==> src/rtl/alu_seq_param_pkg.sv <==
// ---------------------------------------------------------------------------
// alu_package
// Shared types and helpers for the sequential signed ALU (alu_seq_param) and
// its shift-add multiplier (alu_mul_seq).
//   opcode_e : 3-bit operation select
//   state_e  : top-level FSM states (IDLE, MUL, DONE)
//   sat_w()  : clamp a signed 64-bit value to a w-bit signed range
// ---------------------------------------------------------------------------
package alu_package;

    typedef enum logic [2:0] {
        OP_ADD = 3'b000,
        OP_SUB = 3'b001,
        OP_AND = 3'b010,
        OP_OR  = 3'b011,
        OP_XOR = 3'b100,
        OP_MUL = 3'b101,
        OP_NOT = 3'b110,
        OP_ILL = 3'b111
    } opcode_e;

    typedef enum logic [1:0] {
        ST_IDLE = 2'b00,
        ST_MUL  = 2'b01,
        ST_DONE = 2'b10
    } state_e;

    // Saturate a signed value (carried in 64 bits) to [-2^(w-1), 2^(w-1)-1].
    // Callers sign-extend into 64 bits and slice the result back down, which
    // keeps the helper independent of the ALU width parameter (w <= 63).
    function automatic logic [63:0] sat_w(input logic [63:0] v, input int w);
        logic signed [63:0] sv;
        logic signed [63:0] hi;
        logic signed [63:0] lo;
        sv = $signed(v);
        hi = (64'sd1 <<< (w - 1)) - 64'sd1;
        lo = -(64'sd1 <<< (w - 1));
        if (sv > hi) begin
            return hi;
        end else if (sv < lo) begin
            return lo;
        end else begin
            return sv;
        end
    endfunction

endpackage

==> src/rtl/alu_seq_param_mul_seq.sv <==
// ---------------------------------------------------------------------------
// alu_mul_seq
// Sequential signed multiplier: magnitudes are multiplied by shift-add, one
// partial product per enabled cycle, and the sign is applied on the output.
// A start pulse loads the operands; WIDTH iterations follow; o_done pulses
// for one enabled cycle once the product is final and stays valid afterwards.
// Ports:
//   clk        in   clock, rising edge
//   rst        in   asynchronous active-low reset
//   i_en       in   global enable; 0 freezes every register
//   i_start    in   load operands and begin (ignored unless i_en)
//   i_a, i_b   in   WIDTH-bit signed operands
//   o_busy     out  iterations in progress
//   o_done     out  product final (one enabled-cycle pulse)
//   o_product  out  2*WIDTH-bit signed product
// ---------------------------------------------------------------------------
module alu_mul_seq #(
    parameter int WIDTH = 4,
    localparam int RES_W = 2 * WIDTH,
    localparam int CNT_W = $clog2(WIDTH + 1)
) (
    input  logic             clk,
    input  logic             rst,
    input  logic             i_en,
    input  logic             i_start,
    input  logic [WIDTH-1:0] i_a,
    input  logic [WIDTH-1:0] i_b,
    output logic             o_busy,
    output logic             o_done,
    output logic [RES_W-1:0] o_product
);

    logic [RES_W-1:0] r_acc;
    logic [RES_W-1:0] r_mcand;
    logic [WIDTH-1:0] r_mplier;
    logic [CNT_W-1:0] r_cnt;
    logic             r_neg;
    logic             r_busy;
    logic             r_done;

    // |x| as WIDTH-bit unsigned: the most negative value maps to 2^(WIDTH-1),
    // which still fits, so no extra bit is needed.
    logic [WIDTH-1:0] w_abs_a;
    logic [WIDTH-1:0] w_abs_b;

    assign w_abs_a = i_a[WIDTH-1] ? (~i_a + 1'b1) : i_a;
    assign w_abs_b = i_b[WIDTH-1] ? (~i_b + 1'b1) : i_b;

    always_ff @(posedge clk or negedge rst) begin
        if (!rst) begin
            r_acc    <= '0;
            r_mcand  <= '0;
            r_mplier <= '0;
            r_cnt    <= '0;
            r_neg    <= 1'b0;
            r_busy   <= 1'b0;
            r_done   <= 1'b0;
        end else if (i_en) begin
            r_done <= 1'b0;
            if (i_start) begin
                r_acc    <= '0;
                r_mcand  <= {{(RES_W-WIDTH){1'b0}}, w_abs_a};
                r_mplier <= w_abs_b;
                r_neg    <= i_a[WIDTH-1] ^ i_b[WIDTH-1];
                r_cnt    <= '0;
                r_busy   <= 1'b1;
            end else if (r_busy) begin
                if (r_mplier[0]) begin
                    r_acc <= r_acc + r_mcand;
                end
                r_mcand  <= r_mcand << 1;
                r_mplier <= r_mplier >> 1;
                r_cnt    <= r_cnt + 1'b1;
                if (r_cnt == CNT_W'(WIDTH - 1)) begin
                    r_busy <= 1'b0;
                    r_done <= 1'b1;
                end
            end
        end
    end

    assign o_busy    = r_busy;
    assign o_done    = r_done;
    assign o_product = r_neg ? (~r_acc + 1'b1) : r_acc;

endmodule

==> src/rtl/alu_seq_param.sv <==
// ---------------------------------------------------------------------------
// alu_seq_param
// Sequential signed ALU with valid/ready handshakes on input and output.
// Single-cycle ADD/SUB/AND/OR/XOR/NOT, multi-cycle MUL via alu_mul_seq,
// illegal opcode flagged on err.
// Optional feature macro: ALU_SAT_EN -- when defined, ADD/SUB saturate to
// the WIDTH-bit signed range (then sign-extended); otherwise they return the
// exact WIDTH+1-bit result sign-extended to RES_W.
// Handshake: a transfer happens on a rising edge where valid & ready are both
// high (and en=1); ready never depends on valid, in_ready may depend
// combinationally on out_ready, and C/err stay stable while out_valid is high
// and out_ready is low.
// Ports:
//   clk        in   clock, rising edge
//   rst        in   asynchronous active-low reset
//   en         in   global enable; 0 freezes all state, in_ready=0
//   A, B       in   WIDTH-bit signed operands
//   opcode     in   3-bit operation select (opcode_e)
//   in_valid   in   operands valid
//   in_ready   out  operands accepted this cycle
//   C          out  RES_W-bit signed registered result
//   err        out  result came from an illegal opcode
//   out_valid  out  C/err valid
//   out_ready  in   consumer accepts result
// ---------------------------------------------------------------------------
module alu_seq_param
    import alu_package::*;
#(
    parameter int WIDTH = 4,
    localparam int RES_W = 2 * WIDTH
) (
    input  logic             clk,
    input  logic             rst,
    input  logic             en,
    input  logic [WIDTH-1:0] A,
    input  logic [WIDTH-1:0] B,
    input  logic [2:0]       opcode,
    input  logic             in_valid,
    output logic             in_ready,
    output logic [RES_W-1:0] C,
    output logic             err,
    output logic             out_valid,
    input  logic             out_ready
);

    state_e           r_state;
    state_e           w_state_nxt;
    logic [RES_W-1:0] r_c;
    logic             r_err;

    opcode_e          w_op;
    logic             w_accept;
    logic             w_mul_start;
    logic             w_mul_busy;
    logic             w_mul_done;
    logic [RES_W-1:0] w_mul_product;

    logic [RES_W-1:0] w_a_ext;
    logic [RES_W-1:0] w_b_ext;
    logic [RES_W-1:0] w_sum;
    logic [RES_W-1:0] w_diff;
    logic [RES_W-1:0] w_add_res;
    logic [RES_W-1:0] w_sub_res;
    logic [WIDTH-1:0] w_logic;
    logic [RES_W-1:0] w_logic_ext;
    logic [RES_W-1:0] w_op_res;
    logic             w_op_err;

    assign w_op = opcode_e'(opcode);

    // ------------------------------------------------------------------
    // Combinational operation unit (non-MUL ops)
    // ------------------------------------------------------------------
    assign w_a_ext = {{(RES_W-WIDTH){A[WIDTH-1]}}, A};
    assign w_b_ext = {{(RES_W-WIDTH){B[WIDTH-1]}}, B};
    // RES_W >= WIDTH+1, so these are exact.
    assign w_sum   = w_a_ext + w_b_ext;
    assign w_diff  = w_a_ext - w_b_ext;

`ifdef ALU_SAT_EN
    logic [63:0] w_sum_sat;
    logic [63:0] w_diff_sat;
    assign w_sum_sat  = sat_w({{(64-RES_W){w_sum[RES_W-1]}}, w_sum}, WIDTH);
    assign w_diff_sat = sat_w({{(64-RES_W){w_diff[RES_W-1]}}, w_diff}, WIDTH);
    assign w_add_res  = w_sum_sat[RES_W-1:0];
    assign w_sub_res  = w_diff_sat[RES_W-1:0];
`else
    assign w_add_res  = w_sum;
    assign w_sub_res  = w_diff;
`endif

    always_comb begin
        w_logic = '0;
        case (w_op)
            OP_AND:  w_logic = A & B;
            OP_OR:   w_logic = A | B;
            OP_XOR:  w_logic = A ^ B;
            OP_NOT:  w_logic = ~A;
            default: w_logic = '0;
        endcase
    end

    assign w_logic_ext = {{(RES_W-WIDTH){w_logic[WIDTH-1]}}, w_logic};

    always_comb begin
        w_op_res = '0;
        w_op_err = 1'b0;
        case (w_op)
            OP_ADD:  w_op_res = w_add_res;
            OP_SUB:  w_op_res = w_sub_res;
            OP_AND,
            OP_OR,
            OP_XOR,
            OP_NOT:  w_op_res = w_logic_ext;
            OP_MUL:  w_op_res = '0;
            default: w_op_err = 1'b1;
        endcase
    end

    // ------------------------------------------------------------------
    // Multiplier
    // ------------------------------------------------------------------
    alu_mul_seq #(
        .WIDTH (WIDTH)
    ) u_mul (
        .clk       (clk),
        .rst       (rst),
        .i_en      (en),
        .i_start   (w_mul_start),
        .i_a       (A),
        .i_b       (B),
        .o_busy    (w_mul_busy),
        .o_done    (w_mul_done),
        .o_product (w_mul_product)
    );

    // ------------------------------------------------------------------
    // FSM: state register
    // ------------------------------------------------------------------
    always_ff @(posedge clk or negedge rst) begin
        if (!rst) begin
            r_state <= ST_IDLE;
        end else if (en) begin
            r_state <= w_state_nxt;
        end
    end

    // ------------------------------------------------------------------
    // FSM: next-state logic
    // ------------------------------------------------------------------
    always_comb begin
        w_state_nxt = r_state;
        case (r_state)
            ST_IDLE: begin
                if (w_accept) begin
                    w_state_nxt = (w_op == OP_MUL) ? ST_MUL : ST_DONE;
                end
            end
            ST_MUL: begin
                // Busy is already low when done pulses; done is the trigger.
                if (w_mul_done && !w_mul_busy) begin
                    w_state_nxt = ST_DONE;
                end
            end
            ST_DONE: begin
                if (w_accept) begin
                    w_state_nxt = (w_op == OP_MUL) ? ST_MUL : ST_DONE;
                end else if (out_ready) begin
                    w_state_nxt = ST_IDLE;
                end
            end
            default: w_state_nxt = ST_IDLE;
        endcase
    end

    // ------------------------------------------------------------------
    // FSM: outputs
    // ------------------------------------------------------------------
    always_comb begin
        in_ready    = en & ((r_state == ST_IDLE) | ((r_state == ST_DONE) & out_ready));
        out_valid   = (r_state == ST_DONE);
        w_accept    = in_valid & in_ready;
        w_mul_start = w_accept & (w_op == OP_MUL);
    end

    // ------------------------------------------------------------------
    // Output register: written on a non-MUL accept or at multiply completion
    // ------------------------------------------------------------------
    always_ff @(posedge clk or negedge rst) begin
        if (!rst) begin
            r_c   <= '0;
            r_err <= 1'b0;
        end else if (en) begin
            if (w_accept && (w_op != OP_MUL)) begin
                r_c   <= w_op_res;
                r_err <= w_op_err;
            end else if ((r_state == ST_MUL) && w_mul_done) begin
                r_c   <= w_mul_product;
                r_err <= 1'b0;
            end
        end
    end

    assign C   = r_c;
    assign err = r_err;

endmodule
==> config.mk <==
export PLATFORM = sky130hd
export DESIGN_NAME = alu_seq_param
export DESIGN_NICKNAME = d
export VERILOG_FILES = /design/src/rtl/alu_seq_param_pkg.sv /design/src/rtl/alu_seq_param_mul_seq.sv /design/src/rtl/alu_seq_param.sv
export SDC_FILE = /design/constraint.sdc
export NUM_CORES = 1
export LEC_CHECK = 0
export ABC_AREA = 0
export CORE_MARGIN = 2
export CORE_UTILIZATION = 40
export CTS_BUF_LIST = sky130_fd_sc_hd__clkbuf_16
export CTS_CLUSTER_SIZE = 25
export DETAILED_ROUTE_END_ITERATION = 16
export HOLD_SLACK_MARGIN = 0.03
export PLACE_DENSITY = 0.59
export SLEW_MARGIN = 15
export SYNTH_ARGS = -nofsm -noshare
export SYNTH_HDL_FRONTEND = slang
export SYNTH_SLANG_ARGS = --single-unit
==> constraint.sdc <==
create_clock -name clk -period 2.56 [get_ports clk]
set_input_delay 0.64 -clock clk [delete_from_list [all_inputs] [get_ports clk]]
set_output_delay 0.64 -clock clk [all_outputs]
set_load 0.02 [all_outputs]
==> qor.yml <==
nFillCells: 630
die_w_um: 88.1
synth_compound_area_share_pct: 22.8
nets: 434
dr.pass1.iters: 4
grt_start_max_net_pins: 38
dp_hpwl_um: 5510
yosys_most_used_dff: "dfrtp_1"
wire_per_inst_um: 15.4
synth_top_family_by_area: "compound AO/OA/AOI/OAI gates"
power_frac_comb_pct: 47.5
fin_cells: 488
synthAdderAreaFrac_pct: 12.5
post-route-drc-count: 0
ys_types: 65
htree_num_levels: 2
relSlewSlack_pct: 43.3
routed_wl_um: 7530
top_layer_used: "met4"
seq_power_share_pct: 31.9
num_vias: 2641
io_pins: 27
slowest_delay_ps: 540
p_sw_share_pct: 38.8
tightest_slew_ps: 850
die_height_um: 88.1
start_kind: "input port"
min_period_over_period_pct: 107
synthArstFlopShare_pct: 100
critPathArrivalTime_ps: 2900
path_cells: "buf_6, buf_6, nor3_2, ha_1, mux2_4, ha_4, nor2_2, a21oi_4, mux4_2, nor3b_4, buf_6, a211oi_2"
portBuffers: 26
slew_viol_final: 0
antenna_cells: 0
start_util_pct: 41.4
ys_seq_area_share_pct: 32.7
drtIter0Drc: 140
syn_area_sq_mm: 0.00283
synth-simple-area-share_pct: 21.0
ir_drop_uv: 389
pwr-share-clk_pct: 20.6
fin_skew_ps: 6.34
wl_met1_um: 3550
violations: "negative setup slack"
synth_edf_count: 0
place_ws_ps: -985
ys_ff_latch: 37
cts_buffer_depth: 2
seqCellArea_sq_um: 926
hold_viol_final: 0
cts_buffers: 5
max_freq_ghz: 0.364
root_buffer: "clkbuf_16"
layout-drive-gt1-share_pct: 26.3
first_global_vias: 2606
muxShareOfSynthArea_pct: 3.41
syn_area_per_cell_sq_um: 8.95
globalRouteTotalUtil_pct: 21.2
power_switching_mw: 1.32
internal_power_mw: 2.09
crit_cells: 12
power_leakage_nw: 1.75
crit_path_top_delay_cell: "mux4_2"
fp-row-count: 30
rsz0062_at_grt: "yes"
crit_path_frequent_cell: "buf_6"
setup_viol: 4
place_congestion: 0.805
fin_ws_ps: -185
wl_met3_um: 154
crit_buf_inv: 3
final_common_cell: "buf_4"
multi_input_area_sq_mm: 0.00188
final_core_util_pct: 56.4
finalCriticalPeriod_ps: 2750
final_cell_mix: "buf_4 (53), dfrtp_1 (37), nor2_1 (24)"
holdBufCountCts: 0
dp.cells: 466
powerDensity_mw_per_mm2: 885
antenna_found_initial: 0
fin_setup_tns_ps: -699
drt-vias-per-instance: 5.41
syn_nets: 359
grt_first_pass_wirelength_um: 12700
syn_inst: 316
r2r_cells: 7
wl_met2_um: 3720
end_kind: "flop"
crit_type: "input port to flop"
cp.required_ps: 2710
synth-xor-area-share_pct: 2.48
hp-class: "input port to asynchronous set/reset pin"
max_cap_viol_count: 0
antenna_left: 0
core_sq_mm: 0.00683
status: "complete, but fails checks"
overflow: 0
cts_sinks: 37
path_delay_family: "multiplexers"
clk_pin_slew_ps: 60
ys_warn_count: 0
tritoncts: "built"
critPathMaxFanout: 4
hold_ws_ps: 465
die-area_sq_mm: 0.00776
synthToLayoutAreaGrowth_pct: 36.1
ff2ff_setup_slack_ps: 340
clk_latency_ps: 280
path summary, 6_finish.rpt:
| kind | from | endpoint |
|---|---|---|
| setup / recovery | B[1] | C[5]$_DFFE_PN0P_ |
| setup reg to reg | u_mul.r_acc[1]$_DFFE_PN0P_ | C[6]$_DFFE_PN0P_ |
| min in group clk | C[0]$_DFFE_PN0P_ | C[0]$_DFFE_PN0P_ |
| hold reg to reg | C[0]$_DFFE_PN0P_ | C[0]$_DFFE_PN0P_ |
| max in group asynchronous | rst | u_mul.r_mplier[3]$_DFFE_PN0P_ |
| hold / removal | rst | u_mul.r_acc[6]$_DFFE_PN0P_ |
power by group through the flow:
stage                     sequential, mW  clock (mW)  combinational [mW]
after CTS                           1.09       0.709                1.60
final                               1.09       0.703                1.62
after global placement              1.09           0                1.53
after floorplan                     1.05           0                1.07
after global routing                1.14       0.737                1.82
after detailed placement            1.10           0                1.55
worst reg2reg max path, cell delays in order (launching register included):
cell      delay (ps)
dfrtp_1          430
inv_1            120
ha_1             170
or3b_4           390
o311a_2          350
nor4_2           360
nor3_1           110
a211oi_2         210
area by class of cell:
type | count | area share (%)
Multi-Input combinational cell | 244 | 48.7
Sequential cell | 37 | 24.0
Timing Repair Buffer | 82 | 17.6
Clock buffer | 5 | 3.25
Tap cell | 96 | 3.12
Inverter | 21 | 2.18
Clock inverter | 3 | 1.10
registers in the layout (all words and copies together), names as in the netlist:
signal,cells
C,8
err,1
r_state,2
u_mul.o_busy,1
u_mul.o_done,1
u_mul.r_acc,8
u_mul.r_cnt,3
u_mul.r_mcand,8
u_mul.r_mplier,4
u_mul.r_neg,1
metrics by stage:
| stage | instance area (sq um) | total power, mW |
|---|---|---|
| after global placement | 3490 | 2.62 |
| after CTS | 3820 | 3.40 |
| after floorplan | 2880 | 2.12 |
| after detailed placement | 3490 | 2.65 |
| final | 3850 | 3.41 |
| after global routing | 3850 | 3.70 |
Yosys cell counts (all sizes together) (2+ instances only):
cell type,instances,share of area [%]
nor3b,3,0.97
a211oi,7,1.9
clkbuf,7,0.93
nand3b,3,0.80
nor3,8,1.4
or3,2,0.49
mux2i,4,1.4
a22oi,2,0.53
mux2,3,1.2
ha,25,11
o21ai,21,3.7
nor4,7,2.0
and4,4,1.2
nor2b,4,0.88
fa,2,1.4
inv,21,2.8
and3,3,0.66
dfrtp,37,33
nand2b,11,2.4
a21o,2,0.53
o21a,3,0.80
o311a,2,0.75
o2111ai,2,0.62
a21boi,4,1.1
o31ai,2,0.53
o21bai,2,0.53
nand3,5,0.88
buf,7,1.4
xor2,3,0.93
a32o,2,0.71
o211ai,2,0.53
o22ai,10,2.2
xnor2,5,1.5
nand2,21,2.8
o211a,2,0.71
and2,2,0.44
nand4,2,0.44
a22o,7,2.2
nor2,25,3.3
a21oi,15,2.8
kinds of logic (layout without fill, tap and decap cells):
family                   Yosys count  in the layout
multiplexers                       8              8
buffers and inverters             35            111
adder cells (fa/ha/maj)           27             27
AO/OA/AOI/OAI                     94             94
XOR/XNOR                           8              8
flip-flops                        37             37
AND/OR/NAND/NOR                  107            107
routing by layer:
| metal | up-vias | track usage (%) |
|---|---|---|
| met5 | - | 0 |
| met3 | 8 | 2.54 |
| met1 | 1267 | 29.4 |
| met2 | 44 | 35.1 |
| met4 | 0 | 5.51 |
| li1 | 1322 | - |
what timing repair did:
action | 4_1_cts | 5_1_grt
buffers inserted | 15 | 1
setup endpoints to repair | 7 | 6
resized for setup | 43 | 12
pin swaps | 11 | 10
No activity file was read; power rests on OpenSTA's default activity.
